--- src/rtl/pipelined_adder_sub.sv ---
// rtl/pipelined_adder_sub.sv - pipelined WIDTH-bit adder/subtractor with registered inter-segment carries
module pipelined_adder_sub #(
  parameter int WIDTH  = 64,
  parameter int STAGES = 4
) (
  input  logic             clk,
  input  logic             reset,
  input  logic             in_valid,
  input  logic             stall,
  input  logic             sub,
  input  logic             carry_in,
  input  logic [WIDTH-1:0] A,
  input  logic [WIDTH-1:0] B,
  output logic [WIDTH-1:0] result,
  output logic             carry_out,
  output logic             overflow,
  output logic             negative,
  output logic             zero,
  output logic             out_valid
);
  localparam int SEG = WIDTH / STAGES;

  // Each pipeline slot carries the full operands (skew for the upper segments),
  // the partial sum built so far (delay for the completed lower segments), its
  // own carry and its valid bit.
  for (genvar k = 0; k < STAGES; k++) begin : g_stage
    logic [WIDTH-1:0] a_in;
    logic [WIDTH-1:0] b_in;
    logic [WIDTH-1:0] s_in;
    logic             c_in;
    logic             v_in;
    logic [WIDTH-1:0] a_q;
    logic [WIDTH-1:0] b_q;
    logic [WIDTH-1:0] s_q;
    logic             c_q;
    logic             v_q;
    logic [SEG:0]     seg_sum;
    logic [WIDTH-1:0] s_next;

    if (k == 0) begin : g_entry
      // Subtraction is A + ~B + 1; the +1 replaces carry_in.
      assign a_in = A;
      assign b_in = sub ? ~B : B;
      assign s_in = '0;
      assign c_in = sub ? 1'b1 : carry_in;
      assign v_in = in_valid;
    end else begin : g_chain
      assign a_in = g_stage[k-1].a_q;
      assign b_in = g_stage[k-1].b_q;
      assign s_in = g_stage[k-1].s_q;
      assign c_in = g_stage[k-1].c_q;
      assign v_in = g_stage[k-1].v_q;
    end

    assign seg_sum = {1'b0, a_in[k*SEG +: SEG]} + {1'b0, b_in[k*SEG +: SEG]}
                   + {{SEG{1'b0}}, c_in};

    // Splice this stage's segment into the partial sum passed down the pipe.
    always_comb begin
      s_next = s_in;
      s_next[k*SEG +: SEG] = seg_sum[SEG-1:0];
    end

    // Slot register: advances on every non-stalled edge, bubbles included.
    always_ff @(posedge clk or posedge reset) begin
      if (reset) begin
        a_q <= '0;
        b_q <= '0;
        s_q <= '0;
        c_q <= 1'b0;
        v_q <= 1'b0;
      end else if (!stall) begin
        a_q <= a_in;
        b_q <= b_in;
        s_q <= s_next;
        c_q <= seg_sum[SEG];
        v_q <= v_in;
      end
    end
  end

  logic [WIDTH-1:0] fin_sum;
  logic             fin_carry;
  logic             fin_valid;
  logic             fin_a_msb;
  logic             fin_b_msb;
  logic             unused_ops;

  assign fin_sum   = g_stage[STAGES-1].s_q;
  assign fin_carry = g_stage[STAGES-1].c_q;
  assign fin_valid = g_stage[STAGES-1].v_q;
  assign fin_a_msb = g_stage[STAGES-1].a_q[WIDTH-1];
  assign fin_b_msb = g_stage[STAGES-1].b_q[WIDTH-1];
  // Only the operand sign bits matter once every segment has been summed.
  assign unused_ops = ^{g_stage[STAGES-1].a_q, g_stage[STAGES-1].b_q};

  // Output rank: loads result and flags only for completed valid ops, so the
  // last valid result stays visible across bubbles.
  always_ff @(posedge clk or posedge reset) begin
    if (reset) begin
      result    <= '0;
      carry_out <= 1'b0;
      overflow  <= 1'b0;
      negative  <= 1'b0;
      zero      <= 1'b0;
      out_valid <= 1'b0;
    end else if (!stall) begin
      out_valid <= fin_valid;
      if (fin_valid) begin
        result    <= fin_sum;
        carry_out <= fin_carry;
        // Same-signed operands (B already inverted for sub) with a
        // different-signed sum is exactly carry-into-MSB XOR carry-out.
        overflow  <= (fin_a_msb == fin_b_msb) && (fin_sum[WIDTH-1] != fin_a_msb);
        negative  <= fin_sum[WIDTH-1];
        zero      <= (fin_sum == '0);
      end
    end
  end
endmodule

--- config.mk ---
export PLATFORM = sky130hd
export DESIGN_NAME = pipelined_adder_sub
export DESIGN_NICKNAME = d
export VERILOG_FILES = /design/src/rtl/pipelined_adder_sub.sv
export SDC_FILE = /design/constraint.sdc
export NUM_CORES = 1
export LEC_CHECK = 0
export CAP_MARGIN = 10
export CORE_MARGIN = 2
export CORE_UTILIZATION = 51
export CTS_CLUSTER_SIZE = 25
export DETAILED_ROUTE_END_ITERATION = 16
export GPL_TIMING_DRIVEN = 0
export PLACE_DENSITY = 0.76
export SLEW_MARGIN = 15
export SYNTH_ARGS = -nofsm -noshare
export SYNTH_HDL_FRONTEND = slang
export SYNTH_SLANG_ARGS = --single-unit
--- constraint.sdc ---
create_clock -name clk -period 12.8 [get_ports clk]
set_input_delay 1.92 -clock clk [delete_from_list [all_inputs] [get_ports clk]]
set_output_delay 1.92 -clock clk [all_outputs]
set_load 0.005 [all_outputs]
==> flow_summary.ini, run 1 <==
[setup_path]
crit_path_top_delay_cell = sky130_fd_sc_hd__clkbuf_1
cp_data_arrival_time_ns = 5.34
worstSetupEndpointType = register
critPathRequiredTime_ns = 13.24
crit_path_max_incr_delay_ns = 0.77
timing.critical_path.mode_cell = sky130_fd_sc_hd__clkbuf_1
path_class = input port to register
worstPathMaxFanout = 10
startpoint_type = input port
critical_path.cell_chain = clkdlybuf4s50_1, clkbuf_1, clkbuf_1, clkbuf_1, clkbuf_1, nand2_1, o21ai_0

[power_and_ir_drop]
total_leakage_power_nw = 10.3
power.share.switching = 0.286
cell_internal_pwr_w = 0.00322
cellPowerDensity_mw_per_mm2 = 191
total_switching_power_w = 0.00129
seqPwrFrac = 0.449
combPwrFrac = 0.269
power_frac_clock = 0.282
total_chip_power_w = 0.00451
peakVddDrop_v = 0.0000990

[synthesis]
synth.top_cells.by_count = sky130_fd_sc_hd__dfrtp_1, sky130_fd_sc_hd__mux2_2, sky130_fd_sc_hd__nand2_1, sky130_fd_sc_hd__o21ai_0, sky130_fd_sc_hd__xnor2_1
synth_top_cell_by_area = sky130_fd_sc_hd__dfrtp_1
most_repeated_cell_in_the_gate_level_netlist_after_synthesis = sky130_fd_sc_hd__dfrtp_1
synth_fp_nets = 1705
netlist.area_leader.share = 0.559
synth_warnings = 0
yosys_register_bits = 430
synth_top_flop_cell = sky130_fd_sc_hd__dfrtp_1
synth_enable_flop_cells = 0
synth.top_cells.by_area = sky130_fd_sc_hd__dfrtp_1, sky130_fd_sc_hd__mux2_2, sky130_fd_sc_hd__ha_1
ys_types = 59
synthesis.area_per_instance_um2 = 12.8
synthesis.instances = 1503
synthesis.area_mm2 = 0.0192
ys_async_sr_fraction = 1.00
synth_sequential_area_ratio = 0.559

[grt]
first_global_vias = 13144
grt_first_pass_wirelength_um = 71600
globalRouteOverflowTotal = 0
grt_max_degree = 39
global_route_usage_sum = 0.236
initial_antenna_violation_count = 0

[cts]
post_cts_resized = 0
holdBufCountCts = 0
cts_setup_buffers = 0
ctsLongestPathBuffers = 3
cts-root-buf = sky130_fd_sc_hd__clkbuf_16
cts.reportedPaths.clkPinSlew_ns = 0.06
clk-insertion-delay-late_ns = 0.54
clkSinkCount = 430
htree_num_levels = 2
cts_inserted_buffers = 44
cts_tree = yes

[sta]
final_max_slew_viol_count = 0
min_period_over_period = 0.383
timing.final.hold_violations = 0
worstMarginPinSlew_ns = 1.00
rsz0062_at_grt = no
finalClockSkew_ns = 0.0175
fin_setup_tns_ns = 0
final_period_minus_worst_setup_slack_ns = 4.90
setup_violations = 0
maxSlewHeadroom = 0.333
fmaxAchievable_mhz = 204

[detailed_routing]
finalWirelength_um = 45000
average_wire_per_cell_in_the_routed_design_um = 19.6
detailedRoute.firstIterationViolations = 554
remaining_antenna_violation_count_after_routing = 0
via_count = 12509
detail_route.drc_violations = 0
drt-vias-per-instance = 5.43
detailedRoute.firstPassIterationCount = 5

[die]
die_x_um = 198
initial_utilization = 0.515
dieHeight_um = 198
die-area_mm2 = 0.0393
core-area_mm2 = 0.0374
rows = 71
io-pin-count = 203

[finish]
finalNetCount = 1965
diodes = 0
area_growth_pct = 22.6
drive_above_1_share = 0.238
num-fill-cells = 2859

[worst_hold_path]
hold_path.class = register to register

[placed_design]
hpwl_um = 33600
place.port_buffers = 201
gp_congestion = 0.901

[run_status]
run_status = finished clean

[flow_run]
cap_violations = 0
[cells in the final DEF, fill, tap and decap left out, types with 10 or more instances in the layout]
| master | n |
|---|---|
| sky130_fd_sc_hd__clkbuf_16 | 45 |
| sky130_fd_sc_hd__dfrtp_1 | 430 |
| sky130_fd_sc_hd__inv_1 | 13 |
| sky130_fd_sc_hd__o21ai_0 | 76 |
| sky130_fd_sc_hd__nand4_1 | 11 |
| sky130_fd_sc_hd__nor2_1 | 31 |
| sky130_fd_sc_hd__clkbuf_1 | 55 |
| sky130_fd_sc_hd__xor2_1 | 40 |
| sky130_fd_sc_hd__buf_12 | 13 |
| sky130_fd_sc_hd__nor4_1 | 17 |
| sky130_fd_sc_hd__buf_1 | 10 |
| sky130_fd_sc_hd__a21oi_1 | 41 |
| sky130_fd_sc_hd__buf_2 | 18 |
| sky130_fd_sc_hd__xnor2_1 | 69 |
| sky130_fd_sc_hd__ha_1 | 60 |
| sky130_fd_sc_hd__a21o_1 | 34 |
| sky130_fd_sc_hd__nand2_1 | 128 |
| sky130_fd_sc_hd__clkdlybuf4s50_1 | 201 |
| sky130_fd_sc_hd__mux2_2 | 322 |
| sky130_fd_sc_hd__o21ai_1 | 43 |
[layout make-up]
class	count	area, um2	area share
clock inverters	11	160	0.00679
inverters	14	56.3	0.00239
flip-flops and latches	430	10800	0.456
multi-input cells	987	8140	0.345
well taps	511	639	0.0271
plain buffers	72	297	0.0126
repair buffers	214	2270	0.0963
clock buffers	64	1270	0.0537
[worst paths after layout]
kind	slack, ns	to	cells after the start	from
worst min-delay path	0.48	overflow	2	overflow
max in group asynchronous	9.74	g_stage[0].b_q[58]	6	reset
worst max register to register	9.79	g_stage[1].s_q[30]	9	g_stage[0].a_q[16]
min in group asynchronous	1.76	fin_sum[29]	2	reset
worst max-delay path	7.90	g_stage[0].b_q[61]	7	stall
worst min register to register	0.48	overflow	2	overflow
[worst max-delay path, delay by kind of cell]
family / cells / cell delay [ns]
AOI/OAI and AO/OA: 1 / 0.12
buffers and inverters: 5 / 3.15
and+or+nand+nor: 1 / 0.14
[registers in the layout, indices dropped and copies added (netlist names)]
name and flops:
g_stage.a_q 97, g_stage.b_q 97, g_stage.s_q 96, fin_sum 64
result 64, g_stage.c_q 3, g_stage.v_q 3, carry_out 1
fin_carry 1, fin_valid 1, out_valid 1, overflow 1
zero 1
[power groups by stage]
stage          clock network (W)  logic, W  registers (W)
6_report                 0.00127   0.00121        0.00203
5_1_grt                  0.00136   0.00133        0.00208
4_1_cts                  0.00129   0.00123        0.00203
3_5_place_dp                   0   0.00121        0.00205
3_3_place_gp                   0   0.00117        0.00204
2_1_floorplan                  0  0.000760        0.00196
[kinds of logic (layout without fill, tap and decap cells)]
logic type / after synthesis / in the layout / synth area share
and+or+nand+nor: 228 / 228 / 0.0532
muxes: 325 / 325 / 0.190
buffers and inverters: 86 / 375 / 0.0181
AOI/OAI and AO/OA: 257 / 257 / 0.0827
adders and majority gates: 68 / 68 / 0.0473
DFF: 430 / 430 / 0.559
xor gates and xnor gates: 109 / 109 / 0.0496
[per-stage QoR]
step	cells	setup WS, ns	area, um2	utilization	hold WS [ns]
finish	2303	7.90	23600	0.631	0.481
global route	2303	7.76	23600	0.631	0.497
CTS	2303	7.85	23600	0.631	0.486
detailed placement	2228	7.31	22200	0.593	0.466
global placement	2215	2.56	21900	0.586	0.460
floorplan	1503	5.07	19200	-	0.443
[per-layer routing]
metal  share of wire  up-vias  track usage  wire (um)
met4           0.025        0       0.0668       1110
met3           0.044       71       0.0301       1990
met1            0.43     6290        0.307      19300
met5               0        -            0          0
li1                -     5852            -          -
met2            0.50      296        0.415      22600
No activity file was read; power rests on OpenSTA's default activity.
==> run 2: changes to the inputs <==
--- a/config.mk
+++ b/config.mk
@@ -7,11 +7,11 @@
 export LEC_CHECK = 0
 export CAP_MARGIN = 10
 export CORE_MARGIN = 2
-export CORE_UTILIZATION = 51
+export CORE_UTILIZATION = 57
 export CTS_CLUSTER_SIZE = 25
 export DETAILED_ROUTE_END_ITERATION = 16
 export GPL_TIMING_DRIVEN = 0
-export PLACE_DENSITY = 0.76
+export PLACE_DENSITY = 0.8
 export SLEW_MARGIN = 15
 export SYNTH_ARGS = -nofsm -noshare
 export SYNTH_HDL_FRONTEND = slang
==> constraint.sdc (replaced) <==
create_clock -name clk -period 4.9 [get_ports clk]
set_input_delay 0.735 -clock clk [delete_from_list [all_inputs] [get_ports clk]]
set_output_delay 0.735 -clock clk [all_outputs]
set_load 0.005 [all_outputs]
==> run 2 against run 1 <==
Compared with the run above:
- final cell count shrank 2.8%
- clock skew down 0.0096 ns
- sequential power rose to 2.6 times the previous value
- via count grew 0.80%
- clock power rose to 2.7 times the previous value
- cell area fell by 0.12%
- power grew to 2.6 times the previous value
- core utilization increased by 7.5 points
- sequential cell count stayed put
- register-to-register slack worse by 7.9 ns
- largest power group unchanged
==> flow_summary.ini, run 2 (same netlist as run 1, synthesis figures left out) <==
[run_status]
run_status = finished clean

[cts]
post_cts_resized = 0
htree_num_levels = 2
clkSinkCount = 430
cts_inserted_buffers = 42
ctsLongestPathBuffers = 3
clk-insertion-delay-late_ns = 0.53
holdBufCountCts = 0
cts-root-buf = sky130_fd_sc_hd__clkbuf_16
cts_tree = yes
cts.reportedPaths.clkPinSlew_ns = 0.06
cts_setup_buffers = 0

[finish]
drive_above_1_share = 0.241
finalNetCount = 1962
area_growth_pct = 22.4
final_standard_cell_area_without_fillers_mm2 = 0.0236
diodes = 0
final_common_cell = sky130_fd_sc_hd__dfrtp_1
reg.largest.list = g_stage.a_q x97, g_stage.b_q x97, g_stage.s_q x96
finalNonFillerCells = 2239
mostFrequentLayoutCells = sky130_fd_sc_hd__dfrtp_1, sky130_fd_sc_hd__mux2_2, sky130_fd_sc_hd__clkdlybuf4s50_1

[setup_path]
worstReg2RegEnd = g_stage[2].c_q
worstSetupEndpointType = register
critPathTopFamily = buffers and inverters
setup.reg_to_reg.worst_slack_ns = 1.90
critical_path.cell_chain = buf_2, buf_1, xor2_1, fa_1, inv_1, fa_1, nor2b_1, o21ai_1, a21boi_1, o221ai_1, o211ai_1, xnor2_1, o21ai_1
worstPathMaxFanout = 10
path_class = input port to register
crit_path_max_incr_delay_ns = 0.75
crit_path_top_delay_cell = sky130_fd_sc_hd__buf_1
worst_r2r_startpoint = g_stage[1].a_q[32]
r2r.worst_path.cells = 9
startpoint_type = input port
cp_data_arrival_time_ns = 4.26
critPathRequiredTime_ns = 5.28
crit_buf_inv = 3

[sta]
final_max_slew_viol_count = 0
final_period_minus_worst_setup_slack_ns = 3.87
setup_violations = 0
maxSlewHeadroom = 0.387
finalClockSkew_ns = 0.00787
fmaxAchievable_mhz = 258
worstMarginPinSlew_ns = 0.911
rsz0062_at_grt = no
min_period_over_period = 0.791
post-route-worst-setup-slack_ns = 1.03
timing.final.hold_violations = 0
final.hold.worst_slack_ns = 0.480

[detailed_routing]
detailedRoute.firstIterationViolations = 631
remaining_antenna_violation_count_after_routing = 0
detailedRoute.firstPassIterationCount = 6
drt-vias-per-instance = 5.63
average_wire_per_cell_in_the_routed_design_um = 19.6
detail_route.drc_violations = 0
finalWirelength_um = 43900
via_count = 12609

[placed_design]
hpwl_um = 32800
gp_congestion = 0.875
placed_area_mm2 = 0.0221
cells_after_dpl = 2164
place.port_buffers = 201
preCtsSetupSlack_ns = 0.495

[die]
io-pin-count = 203
die_x_um = 188
dieHeight_um = 188
rows = 67
die-area_mm2 = 0.0353
initial_utilization = 0.577
core-area_mm2 = 0.0334

[grt]
grt_max_degree = 40
globalRouteOverflowTotal = 0
global_route_usage_sum = 0.255
first_global_vias = 13269
initial_antenna_violation_count = 0
grt_first_pass_wirelength_um = 70400

[power_and_ir_drop]
peakVddDrop_v = 0.000295
cellPowerDensity_mw_per_mm2 = 507
total_chip_power_w = 0.0119
total_leakage_power_nw = 10.3

[worst_hold_path]
hold_start = g_stage[1].s_q[20]
hold_depth = 2
hold_path_endpoint = g_stage[1].s_q[20]
hold_path.class = register to register

[flow_run]
cap_violations = 0
-- run 2: routing by layer --
layer  up-vias  GRT usage  routed length [um]
met4         0      0.104                1860
met3       107     0.0477                2310
met5         -          0                   0
li1       5852          -                   -
met2       344      0.444               21800
met1      6306      0.312               17900
-- run 2: metrics by stage --
step                       util   TNS, ns
after floorplan               -   -705.36
after global placement    0.654  -1706.68
after detailed placement  0.661         0
after CTS                 0.706         0
after global routing      0.706         0
final                     0.706         0
-- run 2: layout make-up --
class,instances,area (um2)
flip-flops and latches,430,10800
plain buffers,72,297
clock buffers,62,1300
clock inverters,13,199
multi-input cells,987,8140
fillers,2356,9800
well taps,448,561
inverters,14,56.3
repair buffers,213,2250
-- run 2: worst max path at each step --
stage	startpoint	endpoint	slack (ns)	cells after the start
2_1_floorplan	reset	carry_out	-1.64	1
3_3_place_gp	reset	g_stage[0].a_q[58]	-4.00	2
3_5_place_dp	sub	g_stage[0].s_q[14]	0.50	13
4_1_cts	sub	g_stage[0].s_q[14]	1.07	13
5_1_grt	sub	g_stage[0].s_q[8]	0.86	13
6_report	sub	g_stage[0].s_q[14]	1.03	13
-- run 2: report_power, final --
group	internal [W]	total, W	switching [W]
Sequential	0.00459	0.00537	0.000773
Clock	0.00210	0.00342	0.00132
Combinational	0.00182	0.00316	0.00134
Total	0.00852	0.0119	0.00343
-- run 2: worst register-to-register path: stages, from the launching register on --
cell,delay [ns]
sky130_fd_sc_hd__dfrtp_1,0.43
sky130_fd_sc_hd__fa_1,0.49
sky130_fd_sc_hd__fa_1,0.44
sky130_fd_sc_hd__a21o_1,0.20
sky130_fd_sc_hd__a21oi_1,0.36
sky130_fd_sc_hd__nand2b_1,0.21
sky130_fd_sc_hd__a21boi_1,0.11
sky130_fd_sc_hd__a31oi_1,0.29
sky130_fd_sc_hd__a21oi_1,0.11
sky130_fd_sc_hd__o31a_1,0.25
==> run 3: changes to the inputs <==
--- a/config.mk
+++ b/config.mk
@@ -7,11 +7,11 @@
 export LEC_CHECK = 0
 export CAP_MARGIN = 10
 export CORE_MARGIN = 2
-export CORE_UTILIZATION = 57
+export CORE_UTILIZATION = 51
 export CTS_CLUSTER_SIZE = 25
 export DETAILED_ROUTE_END_ITERATION = 16
 export GPL_TIMING_DRIVEN = 0
-export PLACE_DENSITY = 0.8
+export PLACE_DENSITY = 0.76
 export SLEW_MARGIN = 15
 export SYNTH_ARGS = -nofsm -noshare
 export SYNTH_HDL_FRONTEND = slang
==> constraint.sdc (replaced) <==
create_clock -name clk -period 3.55 [get_ports clk]
set_input_delay 0.5325 -clock clk [delete_from_list [all_inputs] [get_ports clk]]
set_output_delay 0.5325 -clock clk [all_outputs]
set_load 0.005 [all_outputs]
==> run 3 against run 2 <==
Compared with the run above:
- clock skew increased by 0.011 ns
- power increased by 36%
- sequential share of layout area barely moved
- sequential cell count did not move
- worst setup slack got worse by 0.64 ns
- cell area is 0.11% higher
- die area up 12%
- clock power increased by 34%
- critical path type unchanged
- core utilization is 7.6 points lower
- combinational power is 38% higher
==> flow_summary.ini, run 3 (same netlist as run 1, synthesis figures left out) <==
[detailed_routing]
detailedRoute.firstIterationViolations = 541
top_signal_layer_used = met4
detail_route.drc_violations = 0
detailedRoute.firstPassIterationCount = 5
average_wire_per_cell_in_the_routed_design_um = 19.6
m1_wire_length_um = 19400
via_count = 12504
met3WireLength_um = 1880
remaining_antenna_violation_count_after_routing = 0
met2RoutedLength_um = 22600
finalWirelength_um = 45000
drt-vias-per-instance = 5.43

[sta]
worstMarginPinSlew_ns = 0.909
final_period_minus_worst_setup_slack_ns = 3.16
maxSlewHeadroom = 0.388
timing.final.hold_violations = 0
final_max_slew_viol_count = 0
fmaxAchievable_mhz = 316
rsz0062_at_grt = no
finalClockSkew_ns = 0.0184
setup_violations = 0
final.hold.worst_slack_ns = 0.373
min_period_over_period = 0.891
post-route-worst-setup-slack_ns = 0.388

[placed_design]
place.port_buffers = 201
gp_congestion = 0.901
cells_after_dpl = 2228
hpwl_um = 33600
preCtsSetupSlack_ns = -0.553

[cts]
cts_inserted_buffers = 44
clkSinkCount = 430
htree_num_levels = 2
cts_tree = yes
clk-insertion-delay-late_ns = 0.54
cts-root-buf = sky130_fd_sc_hd__clkbuf_16
cts_setup_buffers = 0
ctsLongestPathBuffers = 3
cts.reportedPaths.clkPinSlew_ns = 0.06

[setup_path]
startpoint_type = input port
crit_path_max_incr_delay_ns = 0.62
worstSetupEndpointType = register
timing.critical_path.mode_cell = sky130_fd_sc_hd__clkbuf_1
cp_data_arrival_time_ns = 3.54
path_class = input port to register
critPathRequiredTime_ns = 3.93
crit_path_top_delay_cell = sky130_fd_sc_hd__clkbuf_1
r2r.worst_path.cells = 9
critical_path.cell_chain = clkdlybuf4s50_1, clkbuf_2, clkbuf_1, clkbuf_1, clkbuf_1, o21ai_0
worstPathMaxFanout = 10

[power_and_ir_drop]
total_leakage_power_nw = 10.3
cellPowerDensity_mw_per_mm2 = 690
peakVddDrop_v = 0.000357

[die]
initial_utilization = 0.515
die-area_mm2 = 0.0393
dieHeight_um = 198
core-area_mm2 = 0.0374
rows = 71
die_x_um = 198
io-pin-count = 203

[finish]
finalNetCount = 1964
mostFrequentLayoutCells = sky130_fd_sc_hd__dfrtp_1, sky130_fd_sc_hd__mux2_2, sky130_fd_sc_hd__clkdlybuf4s50_1
final_common_cell = sky130_fd_sc_hd__dfrtp_1
area_growth_pct = 22.6
reg.largest.list = g_stage.a_q x97, g_stage.b_q x97, g_stage.s_q x96
area.sequential_mm2 = 0.0108
drive_above_1_share = 0.238
diodes = 0
num-fill-cells = 2858
finalNonFillerCells = 2302
footprint_of_the_multi_input_gates_mm2 = 0.00814

[grt]
global_route_usage_sum = 0.236
initial_antenna_violation_count = 0
globalRouteOverflowTotal = 0
grt_max_degree = 39
first_global_vias = 13144
grt_first_pass_wirelength_um = 71600

[flow_run]
cap_violations = 0

[run_status]
run_status = finished clean

[worst_hold_path]
hold_path.class = input port to asynchronous set/reset pin
==> run 3: cell count changes in the layout (fill, tap and decap cells not counted), sizes merged <==
cell	previous run	this run
clkinv	6	5
clkbuf	105	107
bufinv	5	4
==> run 3: worst paths after layout <==
path                               startpoint            endpoint  slack, ns
max                                     stall         fin_sum[50]       0.39
min                                     reset         fin_sum[29]       0.37
max reg2reg                g_stage[0].a_q[16]  g_stage[1].s_q[30]       0.53
min reg2reg                g_stage[0].b_q[50]  g_stage[0].b_q[50]       0.48
max in group asynchronous               reset  g_stage[0].b_q[58]       1.89
min in group clk           g_stage[0].b_q[50]  g_stage[0].b_q[50]       0.48
==> run 3: layout make-up <==
cell class / instances / share of cell area
clock inverter: 11 / 0.00679
tap: 511 / 0.0271
sequential: 430 / 0.456
buffer: 71 / 0.0125
clock buffer: 64 / 0.0537
inverter: 14 / 0.00239
timing repair buffer: 214 / 0.0963
multi-input combinational: 987 / 0.345
==> run 3: repair_timing <==
item,4_1_cts,5_1_grt
resized for setup,1,0
hold buffers,0,0
setup endpoints to repair,1,2
==> run 3: metal layers <==
layer / global-route usage / up-vias
li1: - / 5851
met1: 0.307 / 6286
met2: 0.415 / 288
met3: 0.0301 / 79
met4: 0.0668 / 0
met5: 0 / -
==> run 3: through the flow <==
| step | util | total power, W | TNS (ns) | area, um2 |
|---|---|---|---|---|
| after floorplan | - | 0.00980 | -1198.79 | 19200 |
| after global placement | 0.586 | 0.0115 | -2284.85 | 21900 |
| after detailed placement | 0.593 | 0.0118 | -35.91 | 22200 |
| after CTS | 0.631 | 0.0164 | 0 | 23600 |
| after global routing | 0.631 | 0.0172 | 0 | 23600 |
| final | 0.631 | 0.0163 | 0 | 23600 |
==> run 3: worst max-delay path, delay by kind of cell <==
family,cells,cell delay [ns]
AO/OA/AOI/OAI,1,0.19
buffers and inverters,5,2.80
==> run 3: report_power, final <==
group	total [W]	internal [W]	switching [W]
Sequential	0.00731	0.00634	0.000966
Clock	0.00459	0.00275	0.00183
Combinational	0.00437	0.00252	0.00185
Total	0.0163	0.0116	0.00465
